==> src/rtl/bcd_seq_pkg.sv <==
// Shared constants for the BCD sequence sender: FSM state encoding, the
// largest legal BCD digit and helpers that size the counters.
package bcd_seq_pkg;

   localparam logic [1:0] S_IDLE = 2'd0;
   localparam logic [1:0] S_SEND = 2'd1;
   localparam logic [1:0] S_GAP  = 2'd2;

   localparam logic [3:0] BCD_MAX = 4'd9;

   // Width that holds the largest possible digit sum.
   function automatic int sum_width(input int digits, input int digit_w);
      return $clog2(digits * (2**digit_w - 1) + 1);
   endfunction

   // Width of a counter that reaches n; kept at least 1 bit so n=0 still builds.
   function automatic int cnt_width(input int n);
      int w;
      w = $clog2(n + 1);
      return (w < 1) ? 1 : w;
   endfunction

endpackage

==> src/rtl/bcd_seq_sender_if.sv <==
// Bus between the sequence requester (master) and the BCD sender (slave).
interface bcd_seq_sender_if #(
   parameter int DIGITS  = 4,
   parameter int DIGIT_W = 4
);
   logic                        start;
   logic [DIGITS*DIGIT_W-1:0]   seqIn;
   logic [DIGIT_W-1:0]          dataIn;
   logic                        digitValid;
   logic                        lastDigit;
   logic                        busy;
   logic                        done;
   logic                        expOdd;
   logic                        err;

   modport master (
      output start, seqIn,
      input  dataIn, digitValid, lastDigit, busy, done, expOdd, err
   );

   modport slave (
      input  start, seqIn,
      output dataIn, digitValid, lastDigit, busy, done, expOdd, err
   );
endinterface

==> src/rtl/bcd_seq_shifter.sv <==
// Parallel-load, left-shift digit register; the top digit is the one on air.
// Zeros shift in from the right, so the top digit is 0 once all digits are out.
module bcd_seq_shifter #(
   parameter int DIGITS  = 4,
   parameter int DIGIT_W = 4
) (
   input  logic                      CLK,
   input  logic                      RST,
   input  logic                      load,
   input  logic                      shift,
   input  logic [DIGITS*DIGIT_W-1:0] load_val,
   output logic [DIGIT_W-1:0]        top_digit
);
   localparam int W = DIGITS * DIGIT_W;

   logic [W-1:0] sh_q, sh_d;

   // Load has priority over shift.
   always_comb begin
      sh_d = sh_q;
      if (load)
         sh_d = load_val;
      else if (shift)
         sh_d = sh_q << DIGIT_W;
   end

   // Shift register state.
   always_ff @(posedge CLK) begin
      if (RST)
         sh_q <= '0;
      else
         sh_q <= sh_d;
   end

   assign top_digit = sh_q[W-1 -: DIGIT_W];
endmodule

==> src/rtl/bcd_seq_sender.sv <==
// BCD sequence sender: captures a packed code on start and sends it one digit
// per clock, MSD first, with valid/last framing, an idle gap and the expected
// odd-sum flag. Optional build macro BCD_CHECK_EN rejects starts whose code
// holds a non-BCD digit and pulses err instead.
//
// state  | meaning
// S_IDLE | waiting for start; only state where start is sampled
// S_SEND | one digit on dataIn per cycle
// S_GAP  | forced idle cycles before the next start is accepted
module bcd_seq_sender
   import bcd_seq_pkg::*;
#(
   parameter int DIGITS     = 4,
   parameter int DIGIT_W    = 4,
   parameter int GAP_CYCLES = 2
) (
   input logic              CLK,
   input logic              RST,
   bcd_seq_sender_if.slave  bus
);
   localparam int SW = sum_width(DIGITS, DIGIT_W);
   localparam int DW = cnt_width(DIGITS);
   localparam int GW = cnt_width(GAP_CYCLES);
   localparam logic [DW-1:0] DIGIT_LAST = DW'(DIGITS - 1);
   localparam logic [GW-1:0] GAP_LAST   = GW'((GAP_CYCLES > 0) ? GAP_CYCLES - 1 : 0);

   logic [1:0]         state_q, state_d;
   logic [DW-1:0]      cnt_q, cnt_d;
   logic [GW-1:0]      gap_q, gap_d;
   logic [SW-1:0]      sum_q, sum_d;
   logic               valid_q, valid_d;
   logic               last_q, last_d;
   logic               busy_q, busy_d;
   logic               done_q, done_d;
   logic               exp_odd_q, exp_odd_d;
   logic               load, shift;
   logic [DIGIT_W-1:0] digit;

`ifdef BCD_CHECK_EN
   logic bad_code;
   logic err_q, err_d;

   // Flag any digit of the presented code above 9.
   always_comb begin
      bad_code = 1'b0;
      for (int i = 0; i < DIGITS; i++)
         if (bus.seqIn[i*DIGIT_W +: DIGIT_W] > DIGIT_W'(BCD_MAX))
            bad_code = 1'b1;
   end
`endif

   bcd_seq_shifter #(
      .DIGITS  (DIGITS),
      .DIGIT_W (DIGIT_W)
   ) u_shifter (
      .CLK       (CLK),
      .RST       (RST),
      .load      (load),
      .shift     (shift),
      .load_val  (bus.seqIn),
      .top_digit (digit)
   );

   // Next-state, counters, digit sum and framing flags.
   always_comb begin
      state_d   = state_q;
      cnt_d     = cnt_q;
      gap_d     = gap_q;
      sum_d     = sum_q;
      exp_odd_d = exp_odd_q;
      done_d    = 1'b0;
      load      = 1'b0;
      shift     = 1'b0;
`ifdef BCD_CHECK_EN
      err_d     = 1'b0;
`endif
      case (state_q)
         S_IDLE: begin
            if (bus.start) begin
`ifdef BCD_CHECK_EN
               if (bad_code) begin
                  err_d = 1'b1;
               end else
`endif
               begin
                  load      = 1'b1;
                  state_d   = S_SEND;
                  cnt_d     = '0;
                  sum_d     = '0;
                  exp_odd_d = 1'b0;
               end
            end
         end
         S_SEND: begin
            shift = 1'b1;
            sum_d = sum_q + SW'(digit);
            if (cnt_q == DIGIT_LAST) begin
               done_d    = 1'b1;
               exp_odd_d = sum_d[0];
               gap_d     = '0;
               state_d   = (GAP_CYCLES == 0) ? S_IDLE : S_GAP;
            end else begin
               cnt_d = cnt_q + DW'(1);
            end
         end
         S_GAP: begin
            if (gap_q == GAP_LAST)
               state_d = S_IDLE;
            else
               gap_d = gap_q + GW'(1);
         end
         default: state_d = S_IDLE;
      endcase
      valid_d = (state_d == S_SEND);
      last_d  = valid_d && (cnt_d == DIGIT_LAST);
      busy_d  = (state_d != S_IDLE);
   end

   // Registered state and outputs; reset discards any partial sequence.
   always_ff @(posedge CLK) begin
      if (RST) begin
         state_q   <= S_IDLE;
         cnt_q     <= '0;
         gap_q     <= '0;
         sum_q     <= '0;
         valid_q   <= 1'b0;
         last_q    <= 1'b0;
         busy_q    <= 1'b0;
         done_q    <= 1'b0;
         exp_odd_q <= 1'b0;
      end else begin
         state_q   <= state_d;
         cnt_q     <= cnt_d;
         gap_q     <= gap_d;
         sum_q     <= sum_d;
         valid_q   <= valid_d;
         last_q    <= last_d;
         busy_q    <= busy_d;
         done_q    <= done_d;
         exp_odd_q <= exp_odd_d;
      end
   end

`ifdef BCD_CHECK_EN
   // Reject pulse for a non-BCD start.
   always_ff @(posedge CLK) begin
      if (RST)
         err_q <= 1'b0;
      else
         err_q <= err_d;
   end
   assign bus.err = err_q;
`else
   assign bus.err = 1'b0;
`endif

   assign bus.dataIn     = digit;
   assign bus.digitValid = valid_q;
   assign bus.lastDigit  = last_q;
   assign bus.busy       = busy_q;
   assign bus.done       = done_q;
   assign bus.expOdd     = exp_odd_q;
endmodule

==> src/flat_wrapper.sv <==
// flat-port wrapper written by rule: the top's interface ports become plain ports
module bcd_seq_sender_flat import bcd_seq_pkg::*;
#(
   parameter int DIGITS     = 4,
   parameter int DIGIT_W    = 4,
   parameter int GAP_CYCLES = 2
)
  (CLK, RST, bus_start, bus_seqIn, bus_dataIn, bus_digitValid, bus_lastDigit, bus_busy, bus_done, bus_expOdd, bus_err);
  bcd_seq_sender_if #(.DIGITS(DIGITS), .DIGIT_W(DIGIT_W)) bus_i ();
  input logic CLK;
  input logic RST;
  input wire logic [$bits(bus_i.start)-1:0] bus_start;
  input wire logic [$bits(bus_i.seqIn)-1:0] bus_seqIn;
  output wire logic [$bits(bus_i.dataIn)-1:0] bus_dataIn;
  output wire logic [$bits(bus_i.digitValid)-1:0] bus_digitValid;
  output wire logic [$bits(bus_i.lastDigit)-1:0] bus_lastDigit;
  output wire logic [$bits(bus_i.busy)-1:0] bus_busy;
  output wire logic [$bits(bus_i.done)-1:0] bus_done;
  output wire logic [$bits(bus_i.expOdd)-1:0] bus_expOdd;
  output wire logic [$bits(bus_i.err)-1:0] bus_err;
  assign bus_i.start = bus_start;
  assign bus_i.seqIn = bus_seqIn;
  assign bus_dataIn = bus_i.dataIn;
  assign bus_digitValid = bus_i.digitValid;
  assign bus_lastDigit = bus_i.lastDigit;
  assign bus_busy = bus_i.busy;
  assign bus_done = bus_i.done;
  assign bus_expOdd = bus_i.expOdd;
  assign bus_err = bus_i.err;
  bcd_seq_sender #(.DIGITS(DIGITS), .DIGIT_W(DIGIT_W), .GAP_CYCLES(GAP_CYCLES)) u_core (.CLK(CLK), .RST(RST), .bus(bus_i));
endmodule
==> config.mk <==
export PLATFORM = sky130hd
export DESIGN_NAME = bcd_seq_sender_flat
export DESIGN_NICKNAME = d
export VERILOG_FILES = /design/src/rtl/bcd_seq_pkg.sv /design/src/rtl/bcd_seq_sender_if.sv /design/src/rtl/bcd_seq_shifter.sv /design/src/rtl/bcd_seq_sender.sv /design/src/flat_wrapper.sv
export SDC_FILE = /design/constraint.sdc
export NUM_CORES = 1
export LEC_CHECK = 0
export CORE_MARGIN = 3
export CORE_UTILIZATION = 53
export DETAILED_ROUTE_END_ITERATION = 12
export PLACE_DENSITY = 0.8
export SYNTH_ARGS = -nofsm -noshare
export SYNTH_HDL_FRONTEND = slang
export SYNTH_SLANG_ARGS = --single-unit
==> constraint.sdc <==
create_clock -name CLK -period 3.4 [get_ports CLK]
set_input_delay 0.68 -clock CLK [delete_from_list [all_inputs] [get_ports CLK]]
set_output_delay 0.68 -clock CLK [all_outputs]
set_load 0.005 [all_outputs]
## After elaboration in Yosys (flattened, before gate mapping)

Cells that the tools add are included.

- Flip-flop bits (word level): 34
- Input bits: 19
- Output and inout bits: 10

- Add/subtract/negate cells: 3
- Equality and inequality tests: 9
- Multiplexer cells: 21
- Bitwise logic cells: 1
- Reductions and logical operators: 10

Operators by type and width:

| kind | number |
|---|---|
| $mux 16 | 2 |
| $pmux 6 s2 | 1 |
| $mux 2 | 5 |
| $reduce_bool 2->1 | 4 |
| $add 6x4->6 | 1 |
| $eq 2x1->1 const B | 3 |
| $eq 3x2->1 const B | 2 |
| $mux 1 | 6 |
| $mux 3 | 2 |
| $mux 6 | 1 |
| $pmux 2 s3 | 1 |
| $pmux 3 s2 | 1 |
| $reduce_and 3->1 | 2 |
| $ne 2x2->1 const B | 2 |
| $pmux 2 s2 | 1 |
| $add 3x1->3 const B | 1 |
| $add 2x1->2 const B | 1 |
| $eq 2x2->1 const B | 1 |
| $logic_not 2->1 | 1 |
| $ne 2x1->1 const B | 1 |
| $pmux 1 s2 | 1 |
| $reduce_and 2->1 | 1 |
| $reduce_or 2->1 | 1 |
| $logic_and 1x1->1 | 1 |
| $not 1->1 | 1 |

## Depth between registers and ports, before layout

- Word-level depth: 5
- Depth in mapped cells: 6
- Gate-level depth less buffers: 6

## By module

Synthesis repeated with hierarchy kept, for this count alone.

- Cell total of the unflattened synthesis: 143
- Area total of the unflattened synthesis: 1421.4 µm²

Modules (own cells, without submodules):

| module | times used | cells an instance | area each (µm²) | sequential area each (µm²) |
|---|---|---|---|---|
| bcd_seq_shifter | 1 | 76 | 804.5 | 320.3 |
| bcd_seq_sender | 1 | 67 | 616.8 | 260.2 |

## Worst setup path before layout

OpenSTA, ideal clock, no wires.

- Path kind: input-to-reg
- From: input bus_start
- To: register u_core.last_q (netlist: u_core.bus.lastDigit)
- Data arrival time: 1229 ps
- Data required time: 3284 ps
- Setup slack: 2055 ps
- Stages: 4
- Path buffers: 0
- Path through: o21ba_4 > nand2_2 > a32oi_2 > and3b_1

- Longest elaborated chain between the ends: 4
- Elaborated cells between the ends (all ways): 7
- Classes of those cells: eq/ne (2); mux (4); reduce/logical (1)

Ends and longest elaborated chain:

| what | line | RTL |
|---|---|---|
| start, declared | flat_wrapper.sv:12 | `input wire logic [$bits(bus_i.start)-1:0] bus_start;` |
| $mux 3 / $mux 2 (equally long branches) | bcd_seq_sender.sv:79 | `if (bus.start) begin` |
| $pmux 3 s2 / $pmux 2 s3 (equally long branches) | bcd_seq_sender.sv:77 | `case (state_q)` |
| $eq 3x2->1 / $eq 2x1->1 (equally long branches) | bcd_seq_sender.sv:115, bcd_seq_sender.sv:114 |  |
| $logic_and 1x1->1 * | bcd_seq_sender.sv:115 | `last_d = valid_d && (cnt_d == DIGIT_LAST);` |
| end signal, assigned | bcd_seq_sender.sv:137 | `last_q <= last_d;` |
| end, declared | bcd_seq_sender.sv:32 | `logic last_q, last_d;` |

Every way passes the cells marked *; elsewhere a longest branch is shown, timed or not.
A chain may end at the register's enable or synchronous reset.

## Final worst setup path

- From: register u_core.u_shifter.sh_q[12]
- To: output bus_dataIn[0]

RTL lines:

| what | line | RTL |
|---|---|---|
| start, declared | bcd_seq_shifter.sv:16 | `logic [W-1:0] sh_q, sh_d;` |
| start signal, assigned | bcd_seq_shifter.sv:30 | `sh_q <= '0;` |
| start signal, assigned | bcd_seq_shifter.sv:32 | `sh_q <= sh_d;` |
| end, declared | flat_wrapper.sv:14 | `output wire logic [$bits(bus_i.dataIn)-1:0] bus_dataIn;` |

No word-level cell between the ends.

==> impl_metrics.py <==
metrics = {
    "yosys": {
        "synth_compound_area_share_pct": 24.0,
        "ys_warn_count": 0,
        "syn_area_mm2": 0.00131,
        "ys_ff_latch": 29,
        "yosys.cell_types.count": 36,
        "synthXorXnorAreaFrac_pct": 1.34,
        "synthAdderAreaFrac_pct": 1.92,
        "synth_nets": 163,
        "synthCells": 142,
        "avgSynthCellArea_um2": 9.19,
        "synth_top_family_by_area": "compound AO/OA/AOI/OAI gates",
        "yosysSeqAreaShare_pct": 44.5,
        "muxShareOfSynthArea_pct": 0.863,
        "synth-simple-area-share_pct": 17.9,
    },
    "timing": {
        "rsz0062_at_grt": "false",
        "hold_violations": 0,
        "final.min_clock_period_ns": 1.94,
        "setup_tns_ns": 0,
        "worst_slew_pin_slew_ns": 0.509,
        "max_freq_mhz": 515,
        "setup_violations": 0,
        "fin_skew_ns": 0.00319,
        "finalCritPeriodShare_pct": 57.1,
        "slew_viol_final": 0,
        "relSlewSlack_pct": 66.0,
    },
    "global_route": {
        "grt_pass1_vias": 1007,
        "grt_max_degree": 31,
        "grt_overflow_total": 0,
        "antenna_found_initial": 0,
        "grt_pass1_wl_mm": 4.55,
        "grt_use_total_pct": 18.7,
    },
    "placement": {
        "portBuffers": 27,
        "gp_congestion": 0.868,
        "hpwlAfterDp_mm": 1.78,
        "dpl_cell_area_mm2": 0.00151,
    },
    "clock_network": {
        "cts.repair.resized": 0,
        "h-tree-depth": 2,
        "path_clk_slew_ns": 0.08,
        "cts_tree": "built",
        "cts_sinks": 29,
        "cts_buffers": 5,
        "cts_root_buffer": "clkbuf_4",
        "post-cts-setup-buffers": 0,
        "hold_buffers": 0,
        "clock_path_buffers": 2,
        "clk_latency_ns": 0.32,
    },
    "setup_path": {
        "setup.worst_path.start_class": "flip-flop",
        "critical_path_required_ns": 2.72,
        "endpoint_kind": "output port",
        "cp_max_fo": 5,
        "critical-path-top-delay-family": "buffers and inverters",
        "critPathMaxStageDelay_ns": 0.53,
        "critPathSlowestCell": "clkdlybuf4s50_1",
        "path_class": "reg2out",
        "cp.arrival_ns": 1.26,
        "path_cells": "clkdlybuf4s50_1",
        "critPathBufInv": 1,
    },
    "routing": {
        "vias_per_cell": 5.72,
        "route.detailed.drc": 0,
        "drtIter0Drc": 18,
        "first_pass_iters": 4,
        "vias": 1093,
        "wire_per_inst_um": 13.8,
        "drt_wl_total_mm": 2.64,
        "final_antenna_net_count": 0,
    },
    "die": {
        "die_w_um": 55.6,
        "die_h_um": 55.6,
        "core_area_mm2": 0.00228,
        "num_rows": 17,
        "start_util_pct": 57.3,
        "die-area_mm2": 0.00309,
        "io_pins": 29,
    },
    "pwr": {
        "p_leak_nw": 0.587,
        "clkPwrFrac_pct": 30.2,
        "combPwrFrac_pct": 15.0,
        "power_switching_uw": 168,
        "swShare_pct": 24.7,
        "p_seq_share_pct": 54.8,
        "power_uw": 682,
        "powerDensity_mw_per_mm2": 436,
        "ir_drop_mv": 0.410,
        "p_int_uw": 514,
    },
    "final_layout": {
        "diodes": 0,
        "area_delta_synth_final_pct": 19.8,
        "design_area_mm2": 0.00156,
        "layout-drive-gt1-share_pct": 9.82,
        "final_nets": 184,
        "fin_util_pct": 68.7,
        "fillers": 198,
    },
    "run": {
        "cap_violations": 0,
    },
    "outcome": {
        "status": "completed",
    },
    "hold_path": {
        "holdCritPathClass": "reg2reg",
    },
}
area by class of cell:
class	instances	area [um2]	area share, %
Inverter	3	11.3	0.720
Multi-Input combinational cell	96	604	38.6
Clock buffer	7	55.1	3.52
Tap cell	28	35.0	2.24
Sequential cell	29	581	37.1
Timing Repair Buffer	28	278	17.8
routing by layer:
layer / up-vias / GRT usage [%] / routed length, um / share of wire [%]
met5: - / 0 / 0 / 0
met4: 0 / 6.60 / 40 / 1.5
li1: 549 / - / - / -
met3: 6 / 7.19 / 140 / 5.3
met2: 27 / 30.4 / 1280 / 48
met1: 511 / 22.3 / 1180 / 45
cell usage after synthesis, drive strengths merged:
master   instances  area (um2)
dfxtp           29         581
nor2            24        90.1
o22ai           13        81.3
a211oi          12        90.1
buf             10        83.8
a21oi            8        40.0
nand2            8        40.0
a22oi            4        30.0
clkbuf           4        25.0
inv              3        11.3
nand2b           3        26.3
a32oi            2        25.0
ha               2        25.0
nand3            2        10.0
nor3             2        10.0
nor3b            2        15.0
o21ai            2        10.0
a2bb2oi          1        8.76
and3             1        7.51
and3b            1        8.76
and4bb           1        12.5
conb             1        3.75
mux2             1        11.3
nand3b           1        7.51
nor2b            1        6.26
o21ba            1        16.3
o21bai           1        11.3
xnor2            1        8.76
xor2             1        8.76
cell usage in the layout (no fill, tap or decap):
master / synthesis / final
dfxtp_1: 29 / 29
and4bb_2: 1 / 1
a22oi_1: 4 / 4
nor3b_1: 2 / 2
a32oi_1: 1 / 1
buf_4: 6 / 1
o21ai_0: 2 / 2
nand2b_4: 1 / 1
clkbuf_8: 1 / 1
ha_1: 2 / 2
o22ai_1: 13 / 13
o21bai_2: 1 / 1
a21oi_1: 8 / 8
nand2b_1: 2 / 2
xor2_1: 1 / 1
nor3_1: 2 / 2
nor2_1: 24 / 24
and3_2: 1 / 1
a2bb2oi_1: 1 / 1
nand2_4: 1 / 1
clkbuf_1: 3 / 1
xnor2_1: 1 / 1
nor2b_1: 1 / 1
clkdlybuf4s50_1: 0 / 27
nand3_1: 2 / 2
conb_1: 1 / 1
nand3b_1: 1 / 1
a211oi_1: 12 / 12
nand2_2: 1 / 1
and3b_1: 1 / 1
a32oi_2: 1 / 1
nand2_1: 6 / 6
inv_1: 3 / 3
o21ba_4: 1 / 1
mux2_2: 1 / 1
clkbuf_4: 0 / 5
stage by stage:
stage,instances,worst slack (ns),hold slack [ns]
floorplan,142,2.06,0.456
global placement,184,1.29,0.455
detailed placement,184,1.26,0.460
CTS,191,1.45,0.473
global route,191,1.42,0.524
finish,191,1.46,0.469
kinds of logic (layout without fill, tap and decap cells):
kind of cell / count (synthesis) / count (layout)
flip-flops: 29 / 29
AND/OR/NAND/NOR: 46 / 46
other: 1 / 1
buffers and inverters: 17 / 38
AO/OA/AOI/OAI: 44 / 44
adder cells (fa/ha/maj): 2 / 2
XOR/XNOR: 2 / 2
multiplexers: 1 / 1
power groups by stage:
stage / registers [mW] / clock network, mW / logic [mW]
after floorplan: 0.377 / 0 / 0.0717
after global placement: 0.381 / 0 / 0.0988
after detailed placement: 0.381 / 0 / 0.102
after CTS: 0.374 / 0.212 / 0.103
after global routing: 0.376 / 0.231 / 0.113
final: 0.374 / 0.206 / 0.102
flip-flops by register name (all words and copies together), names as in the netlist, 2 cells and up:
register / count
u_core.cnt_q: 3
u_core.state_q: 2
u_core.gap_q: 2
u_core.u_shifter.sh_q: 16
final timing paths:
kind	from	end	slack [ns]	cells past startpoint
worst max-delay path	u_core.u_shifter.sh_q[12]	bus_dataIn[0]	1.46	1
worst min-delay path	u_core.bus.expOdd	u_core.bus.expOdd	0.47	2
worst max register to register	u_core.state_q[0]	u_core.u_shifter.sh_q[5]	1.70	4
worst min register to register	u_core.bus.expOdd	u_core.bus.expOdd	0.47	2
Power figures use the tool's default switching activity.
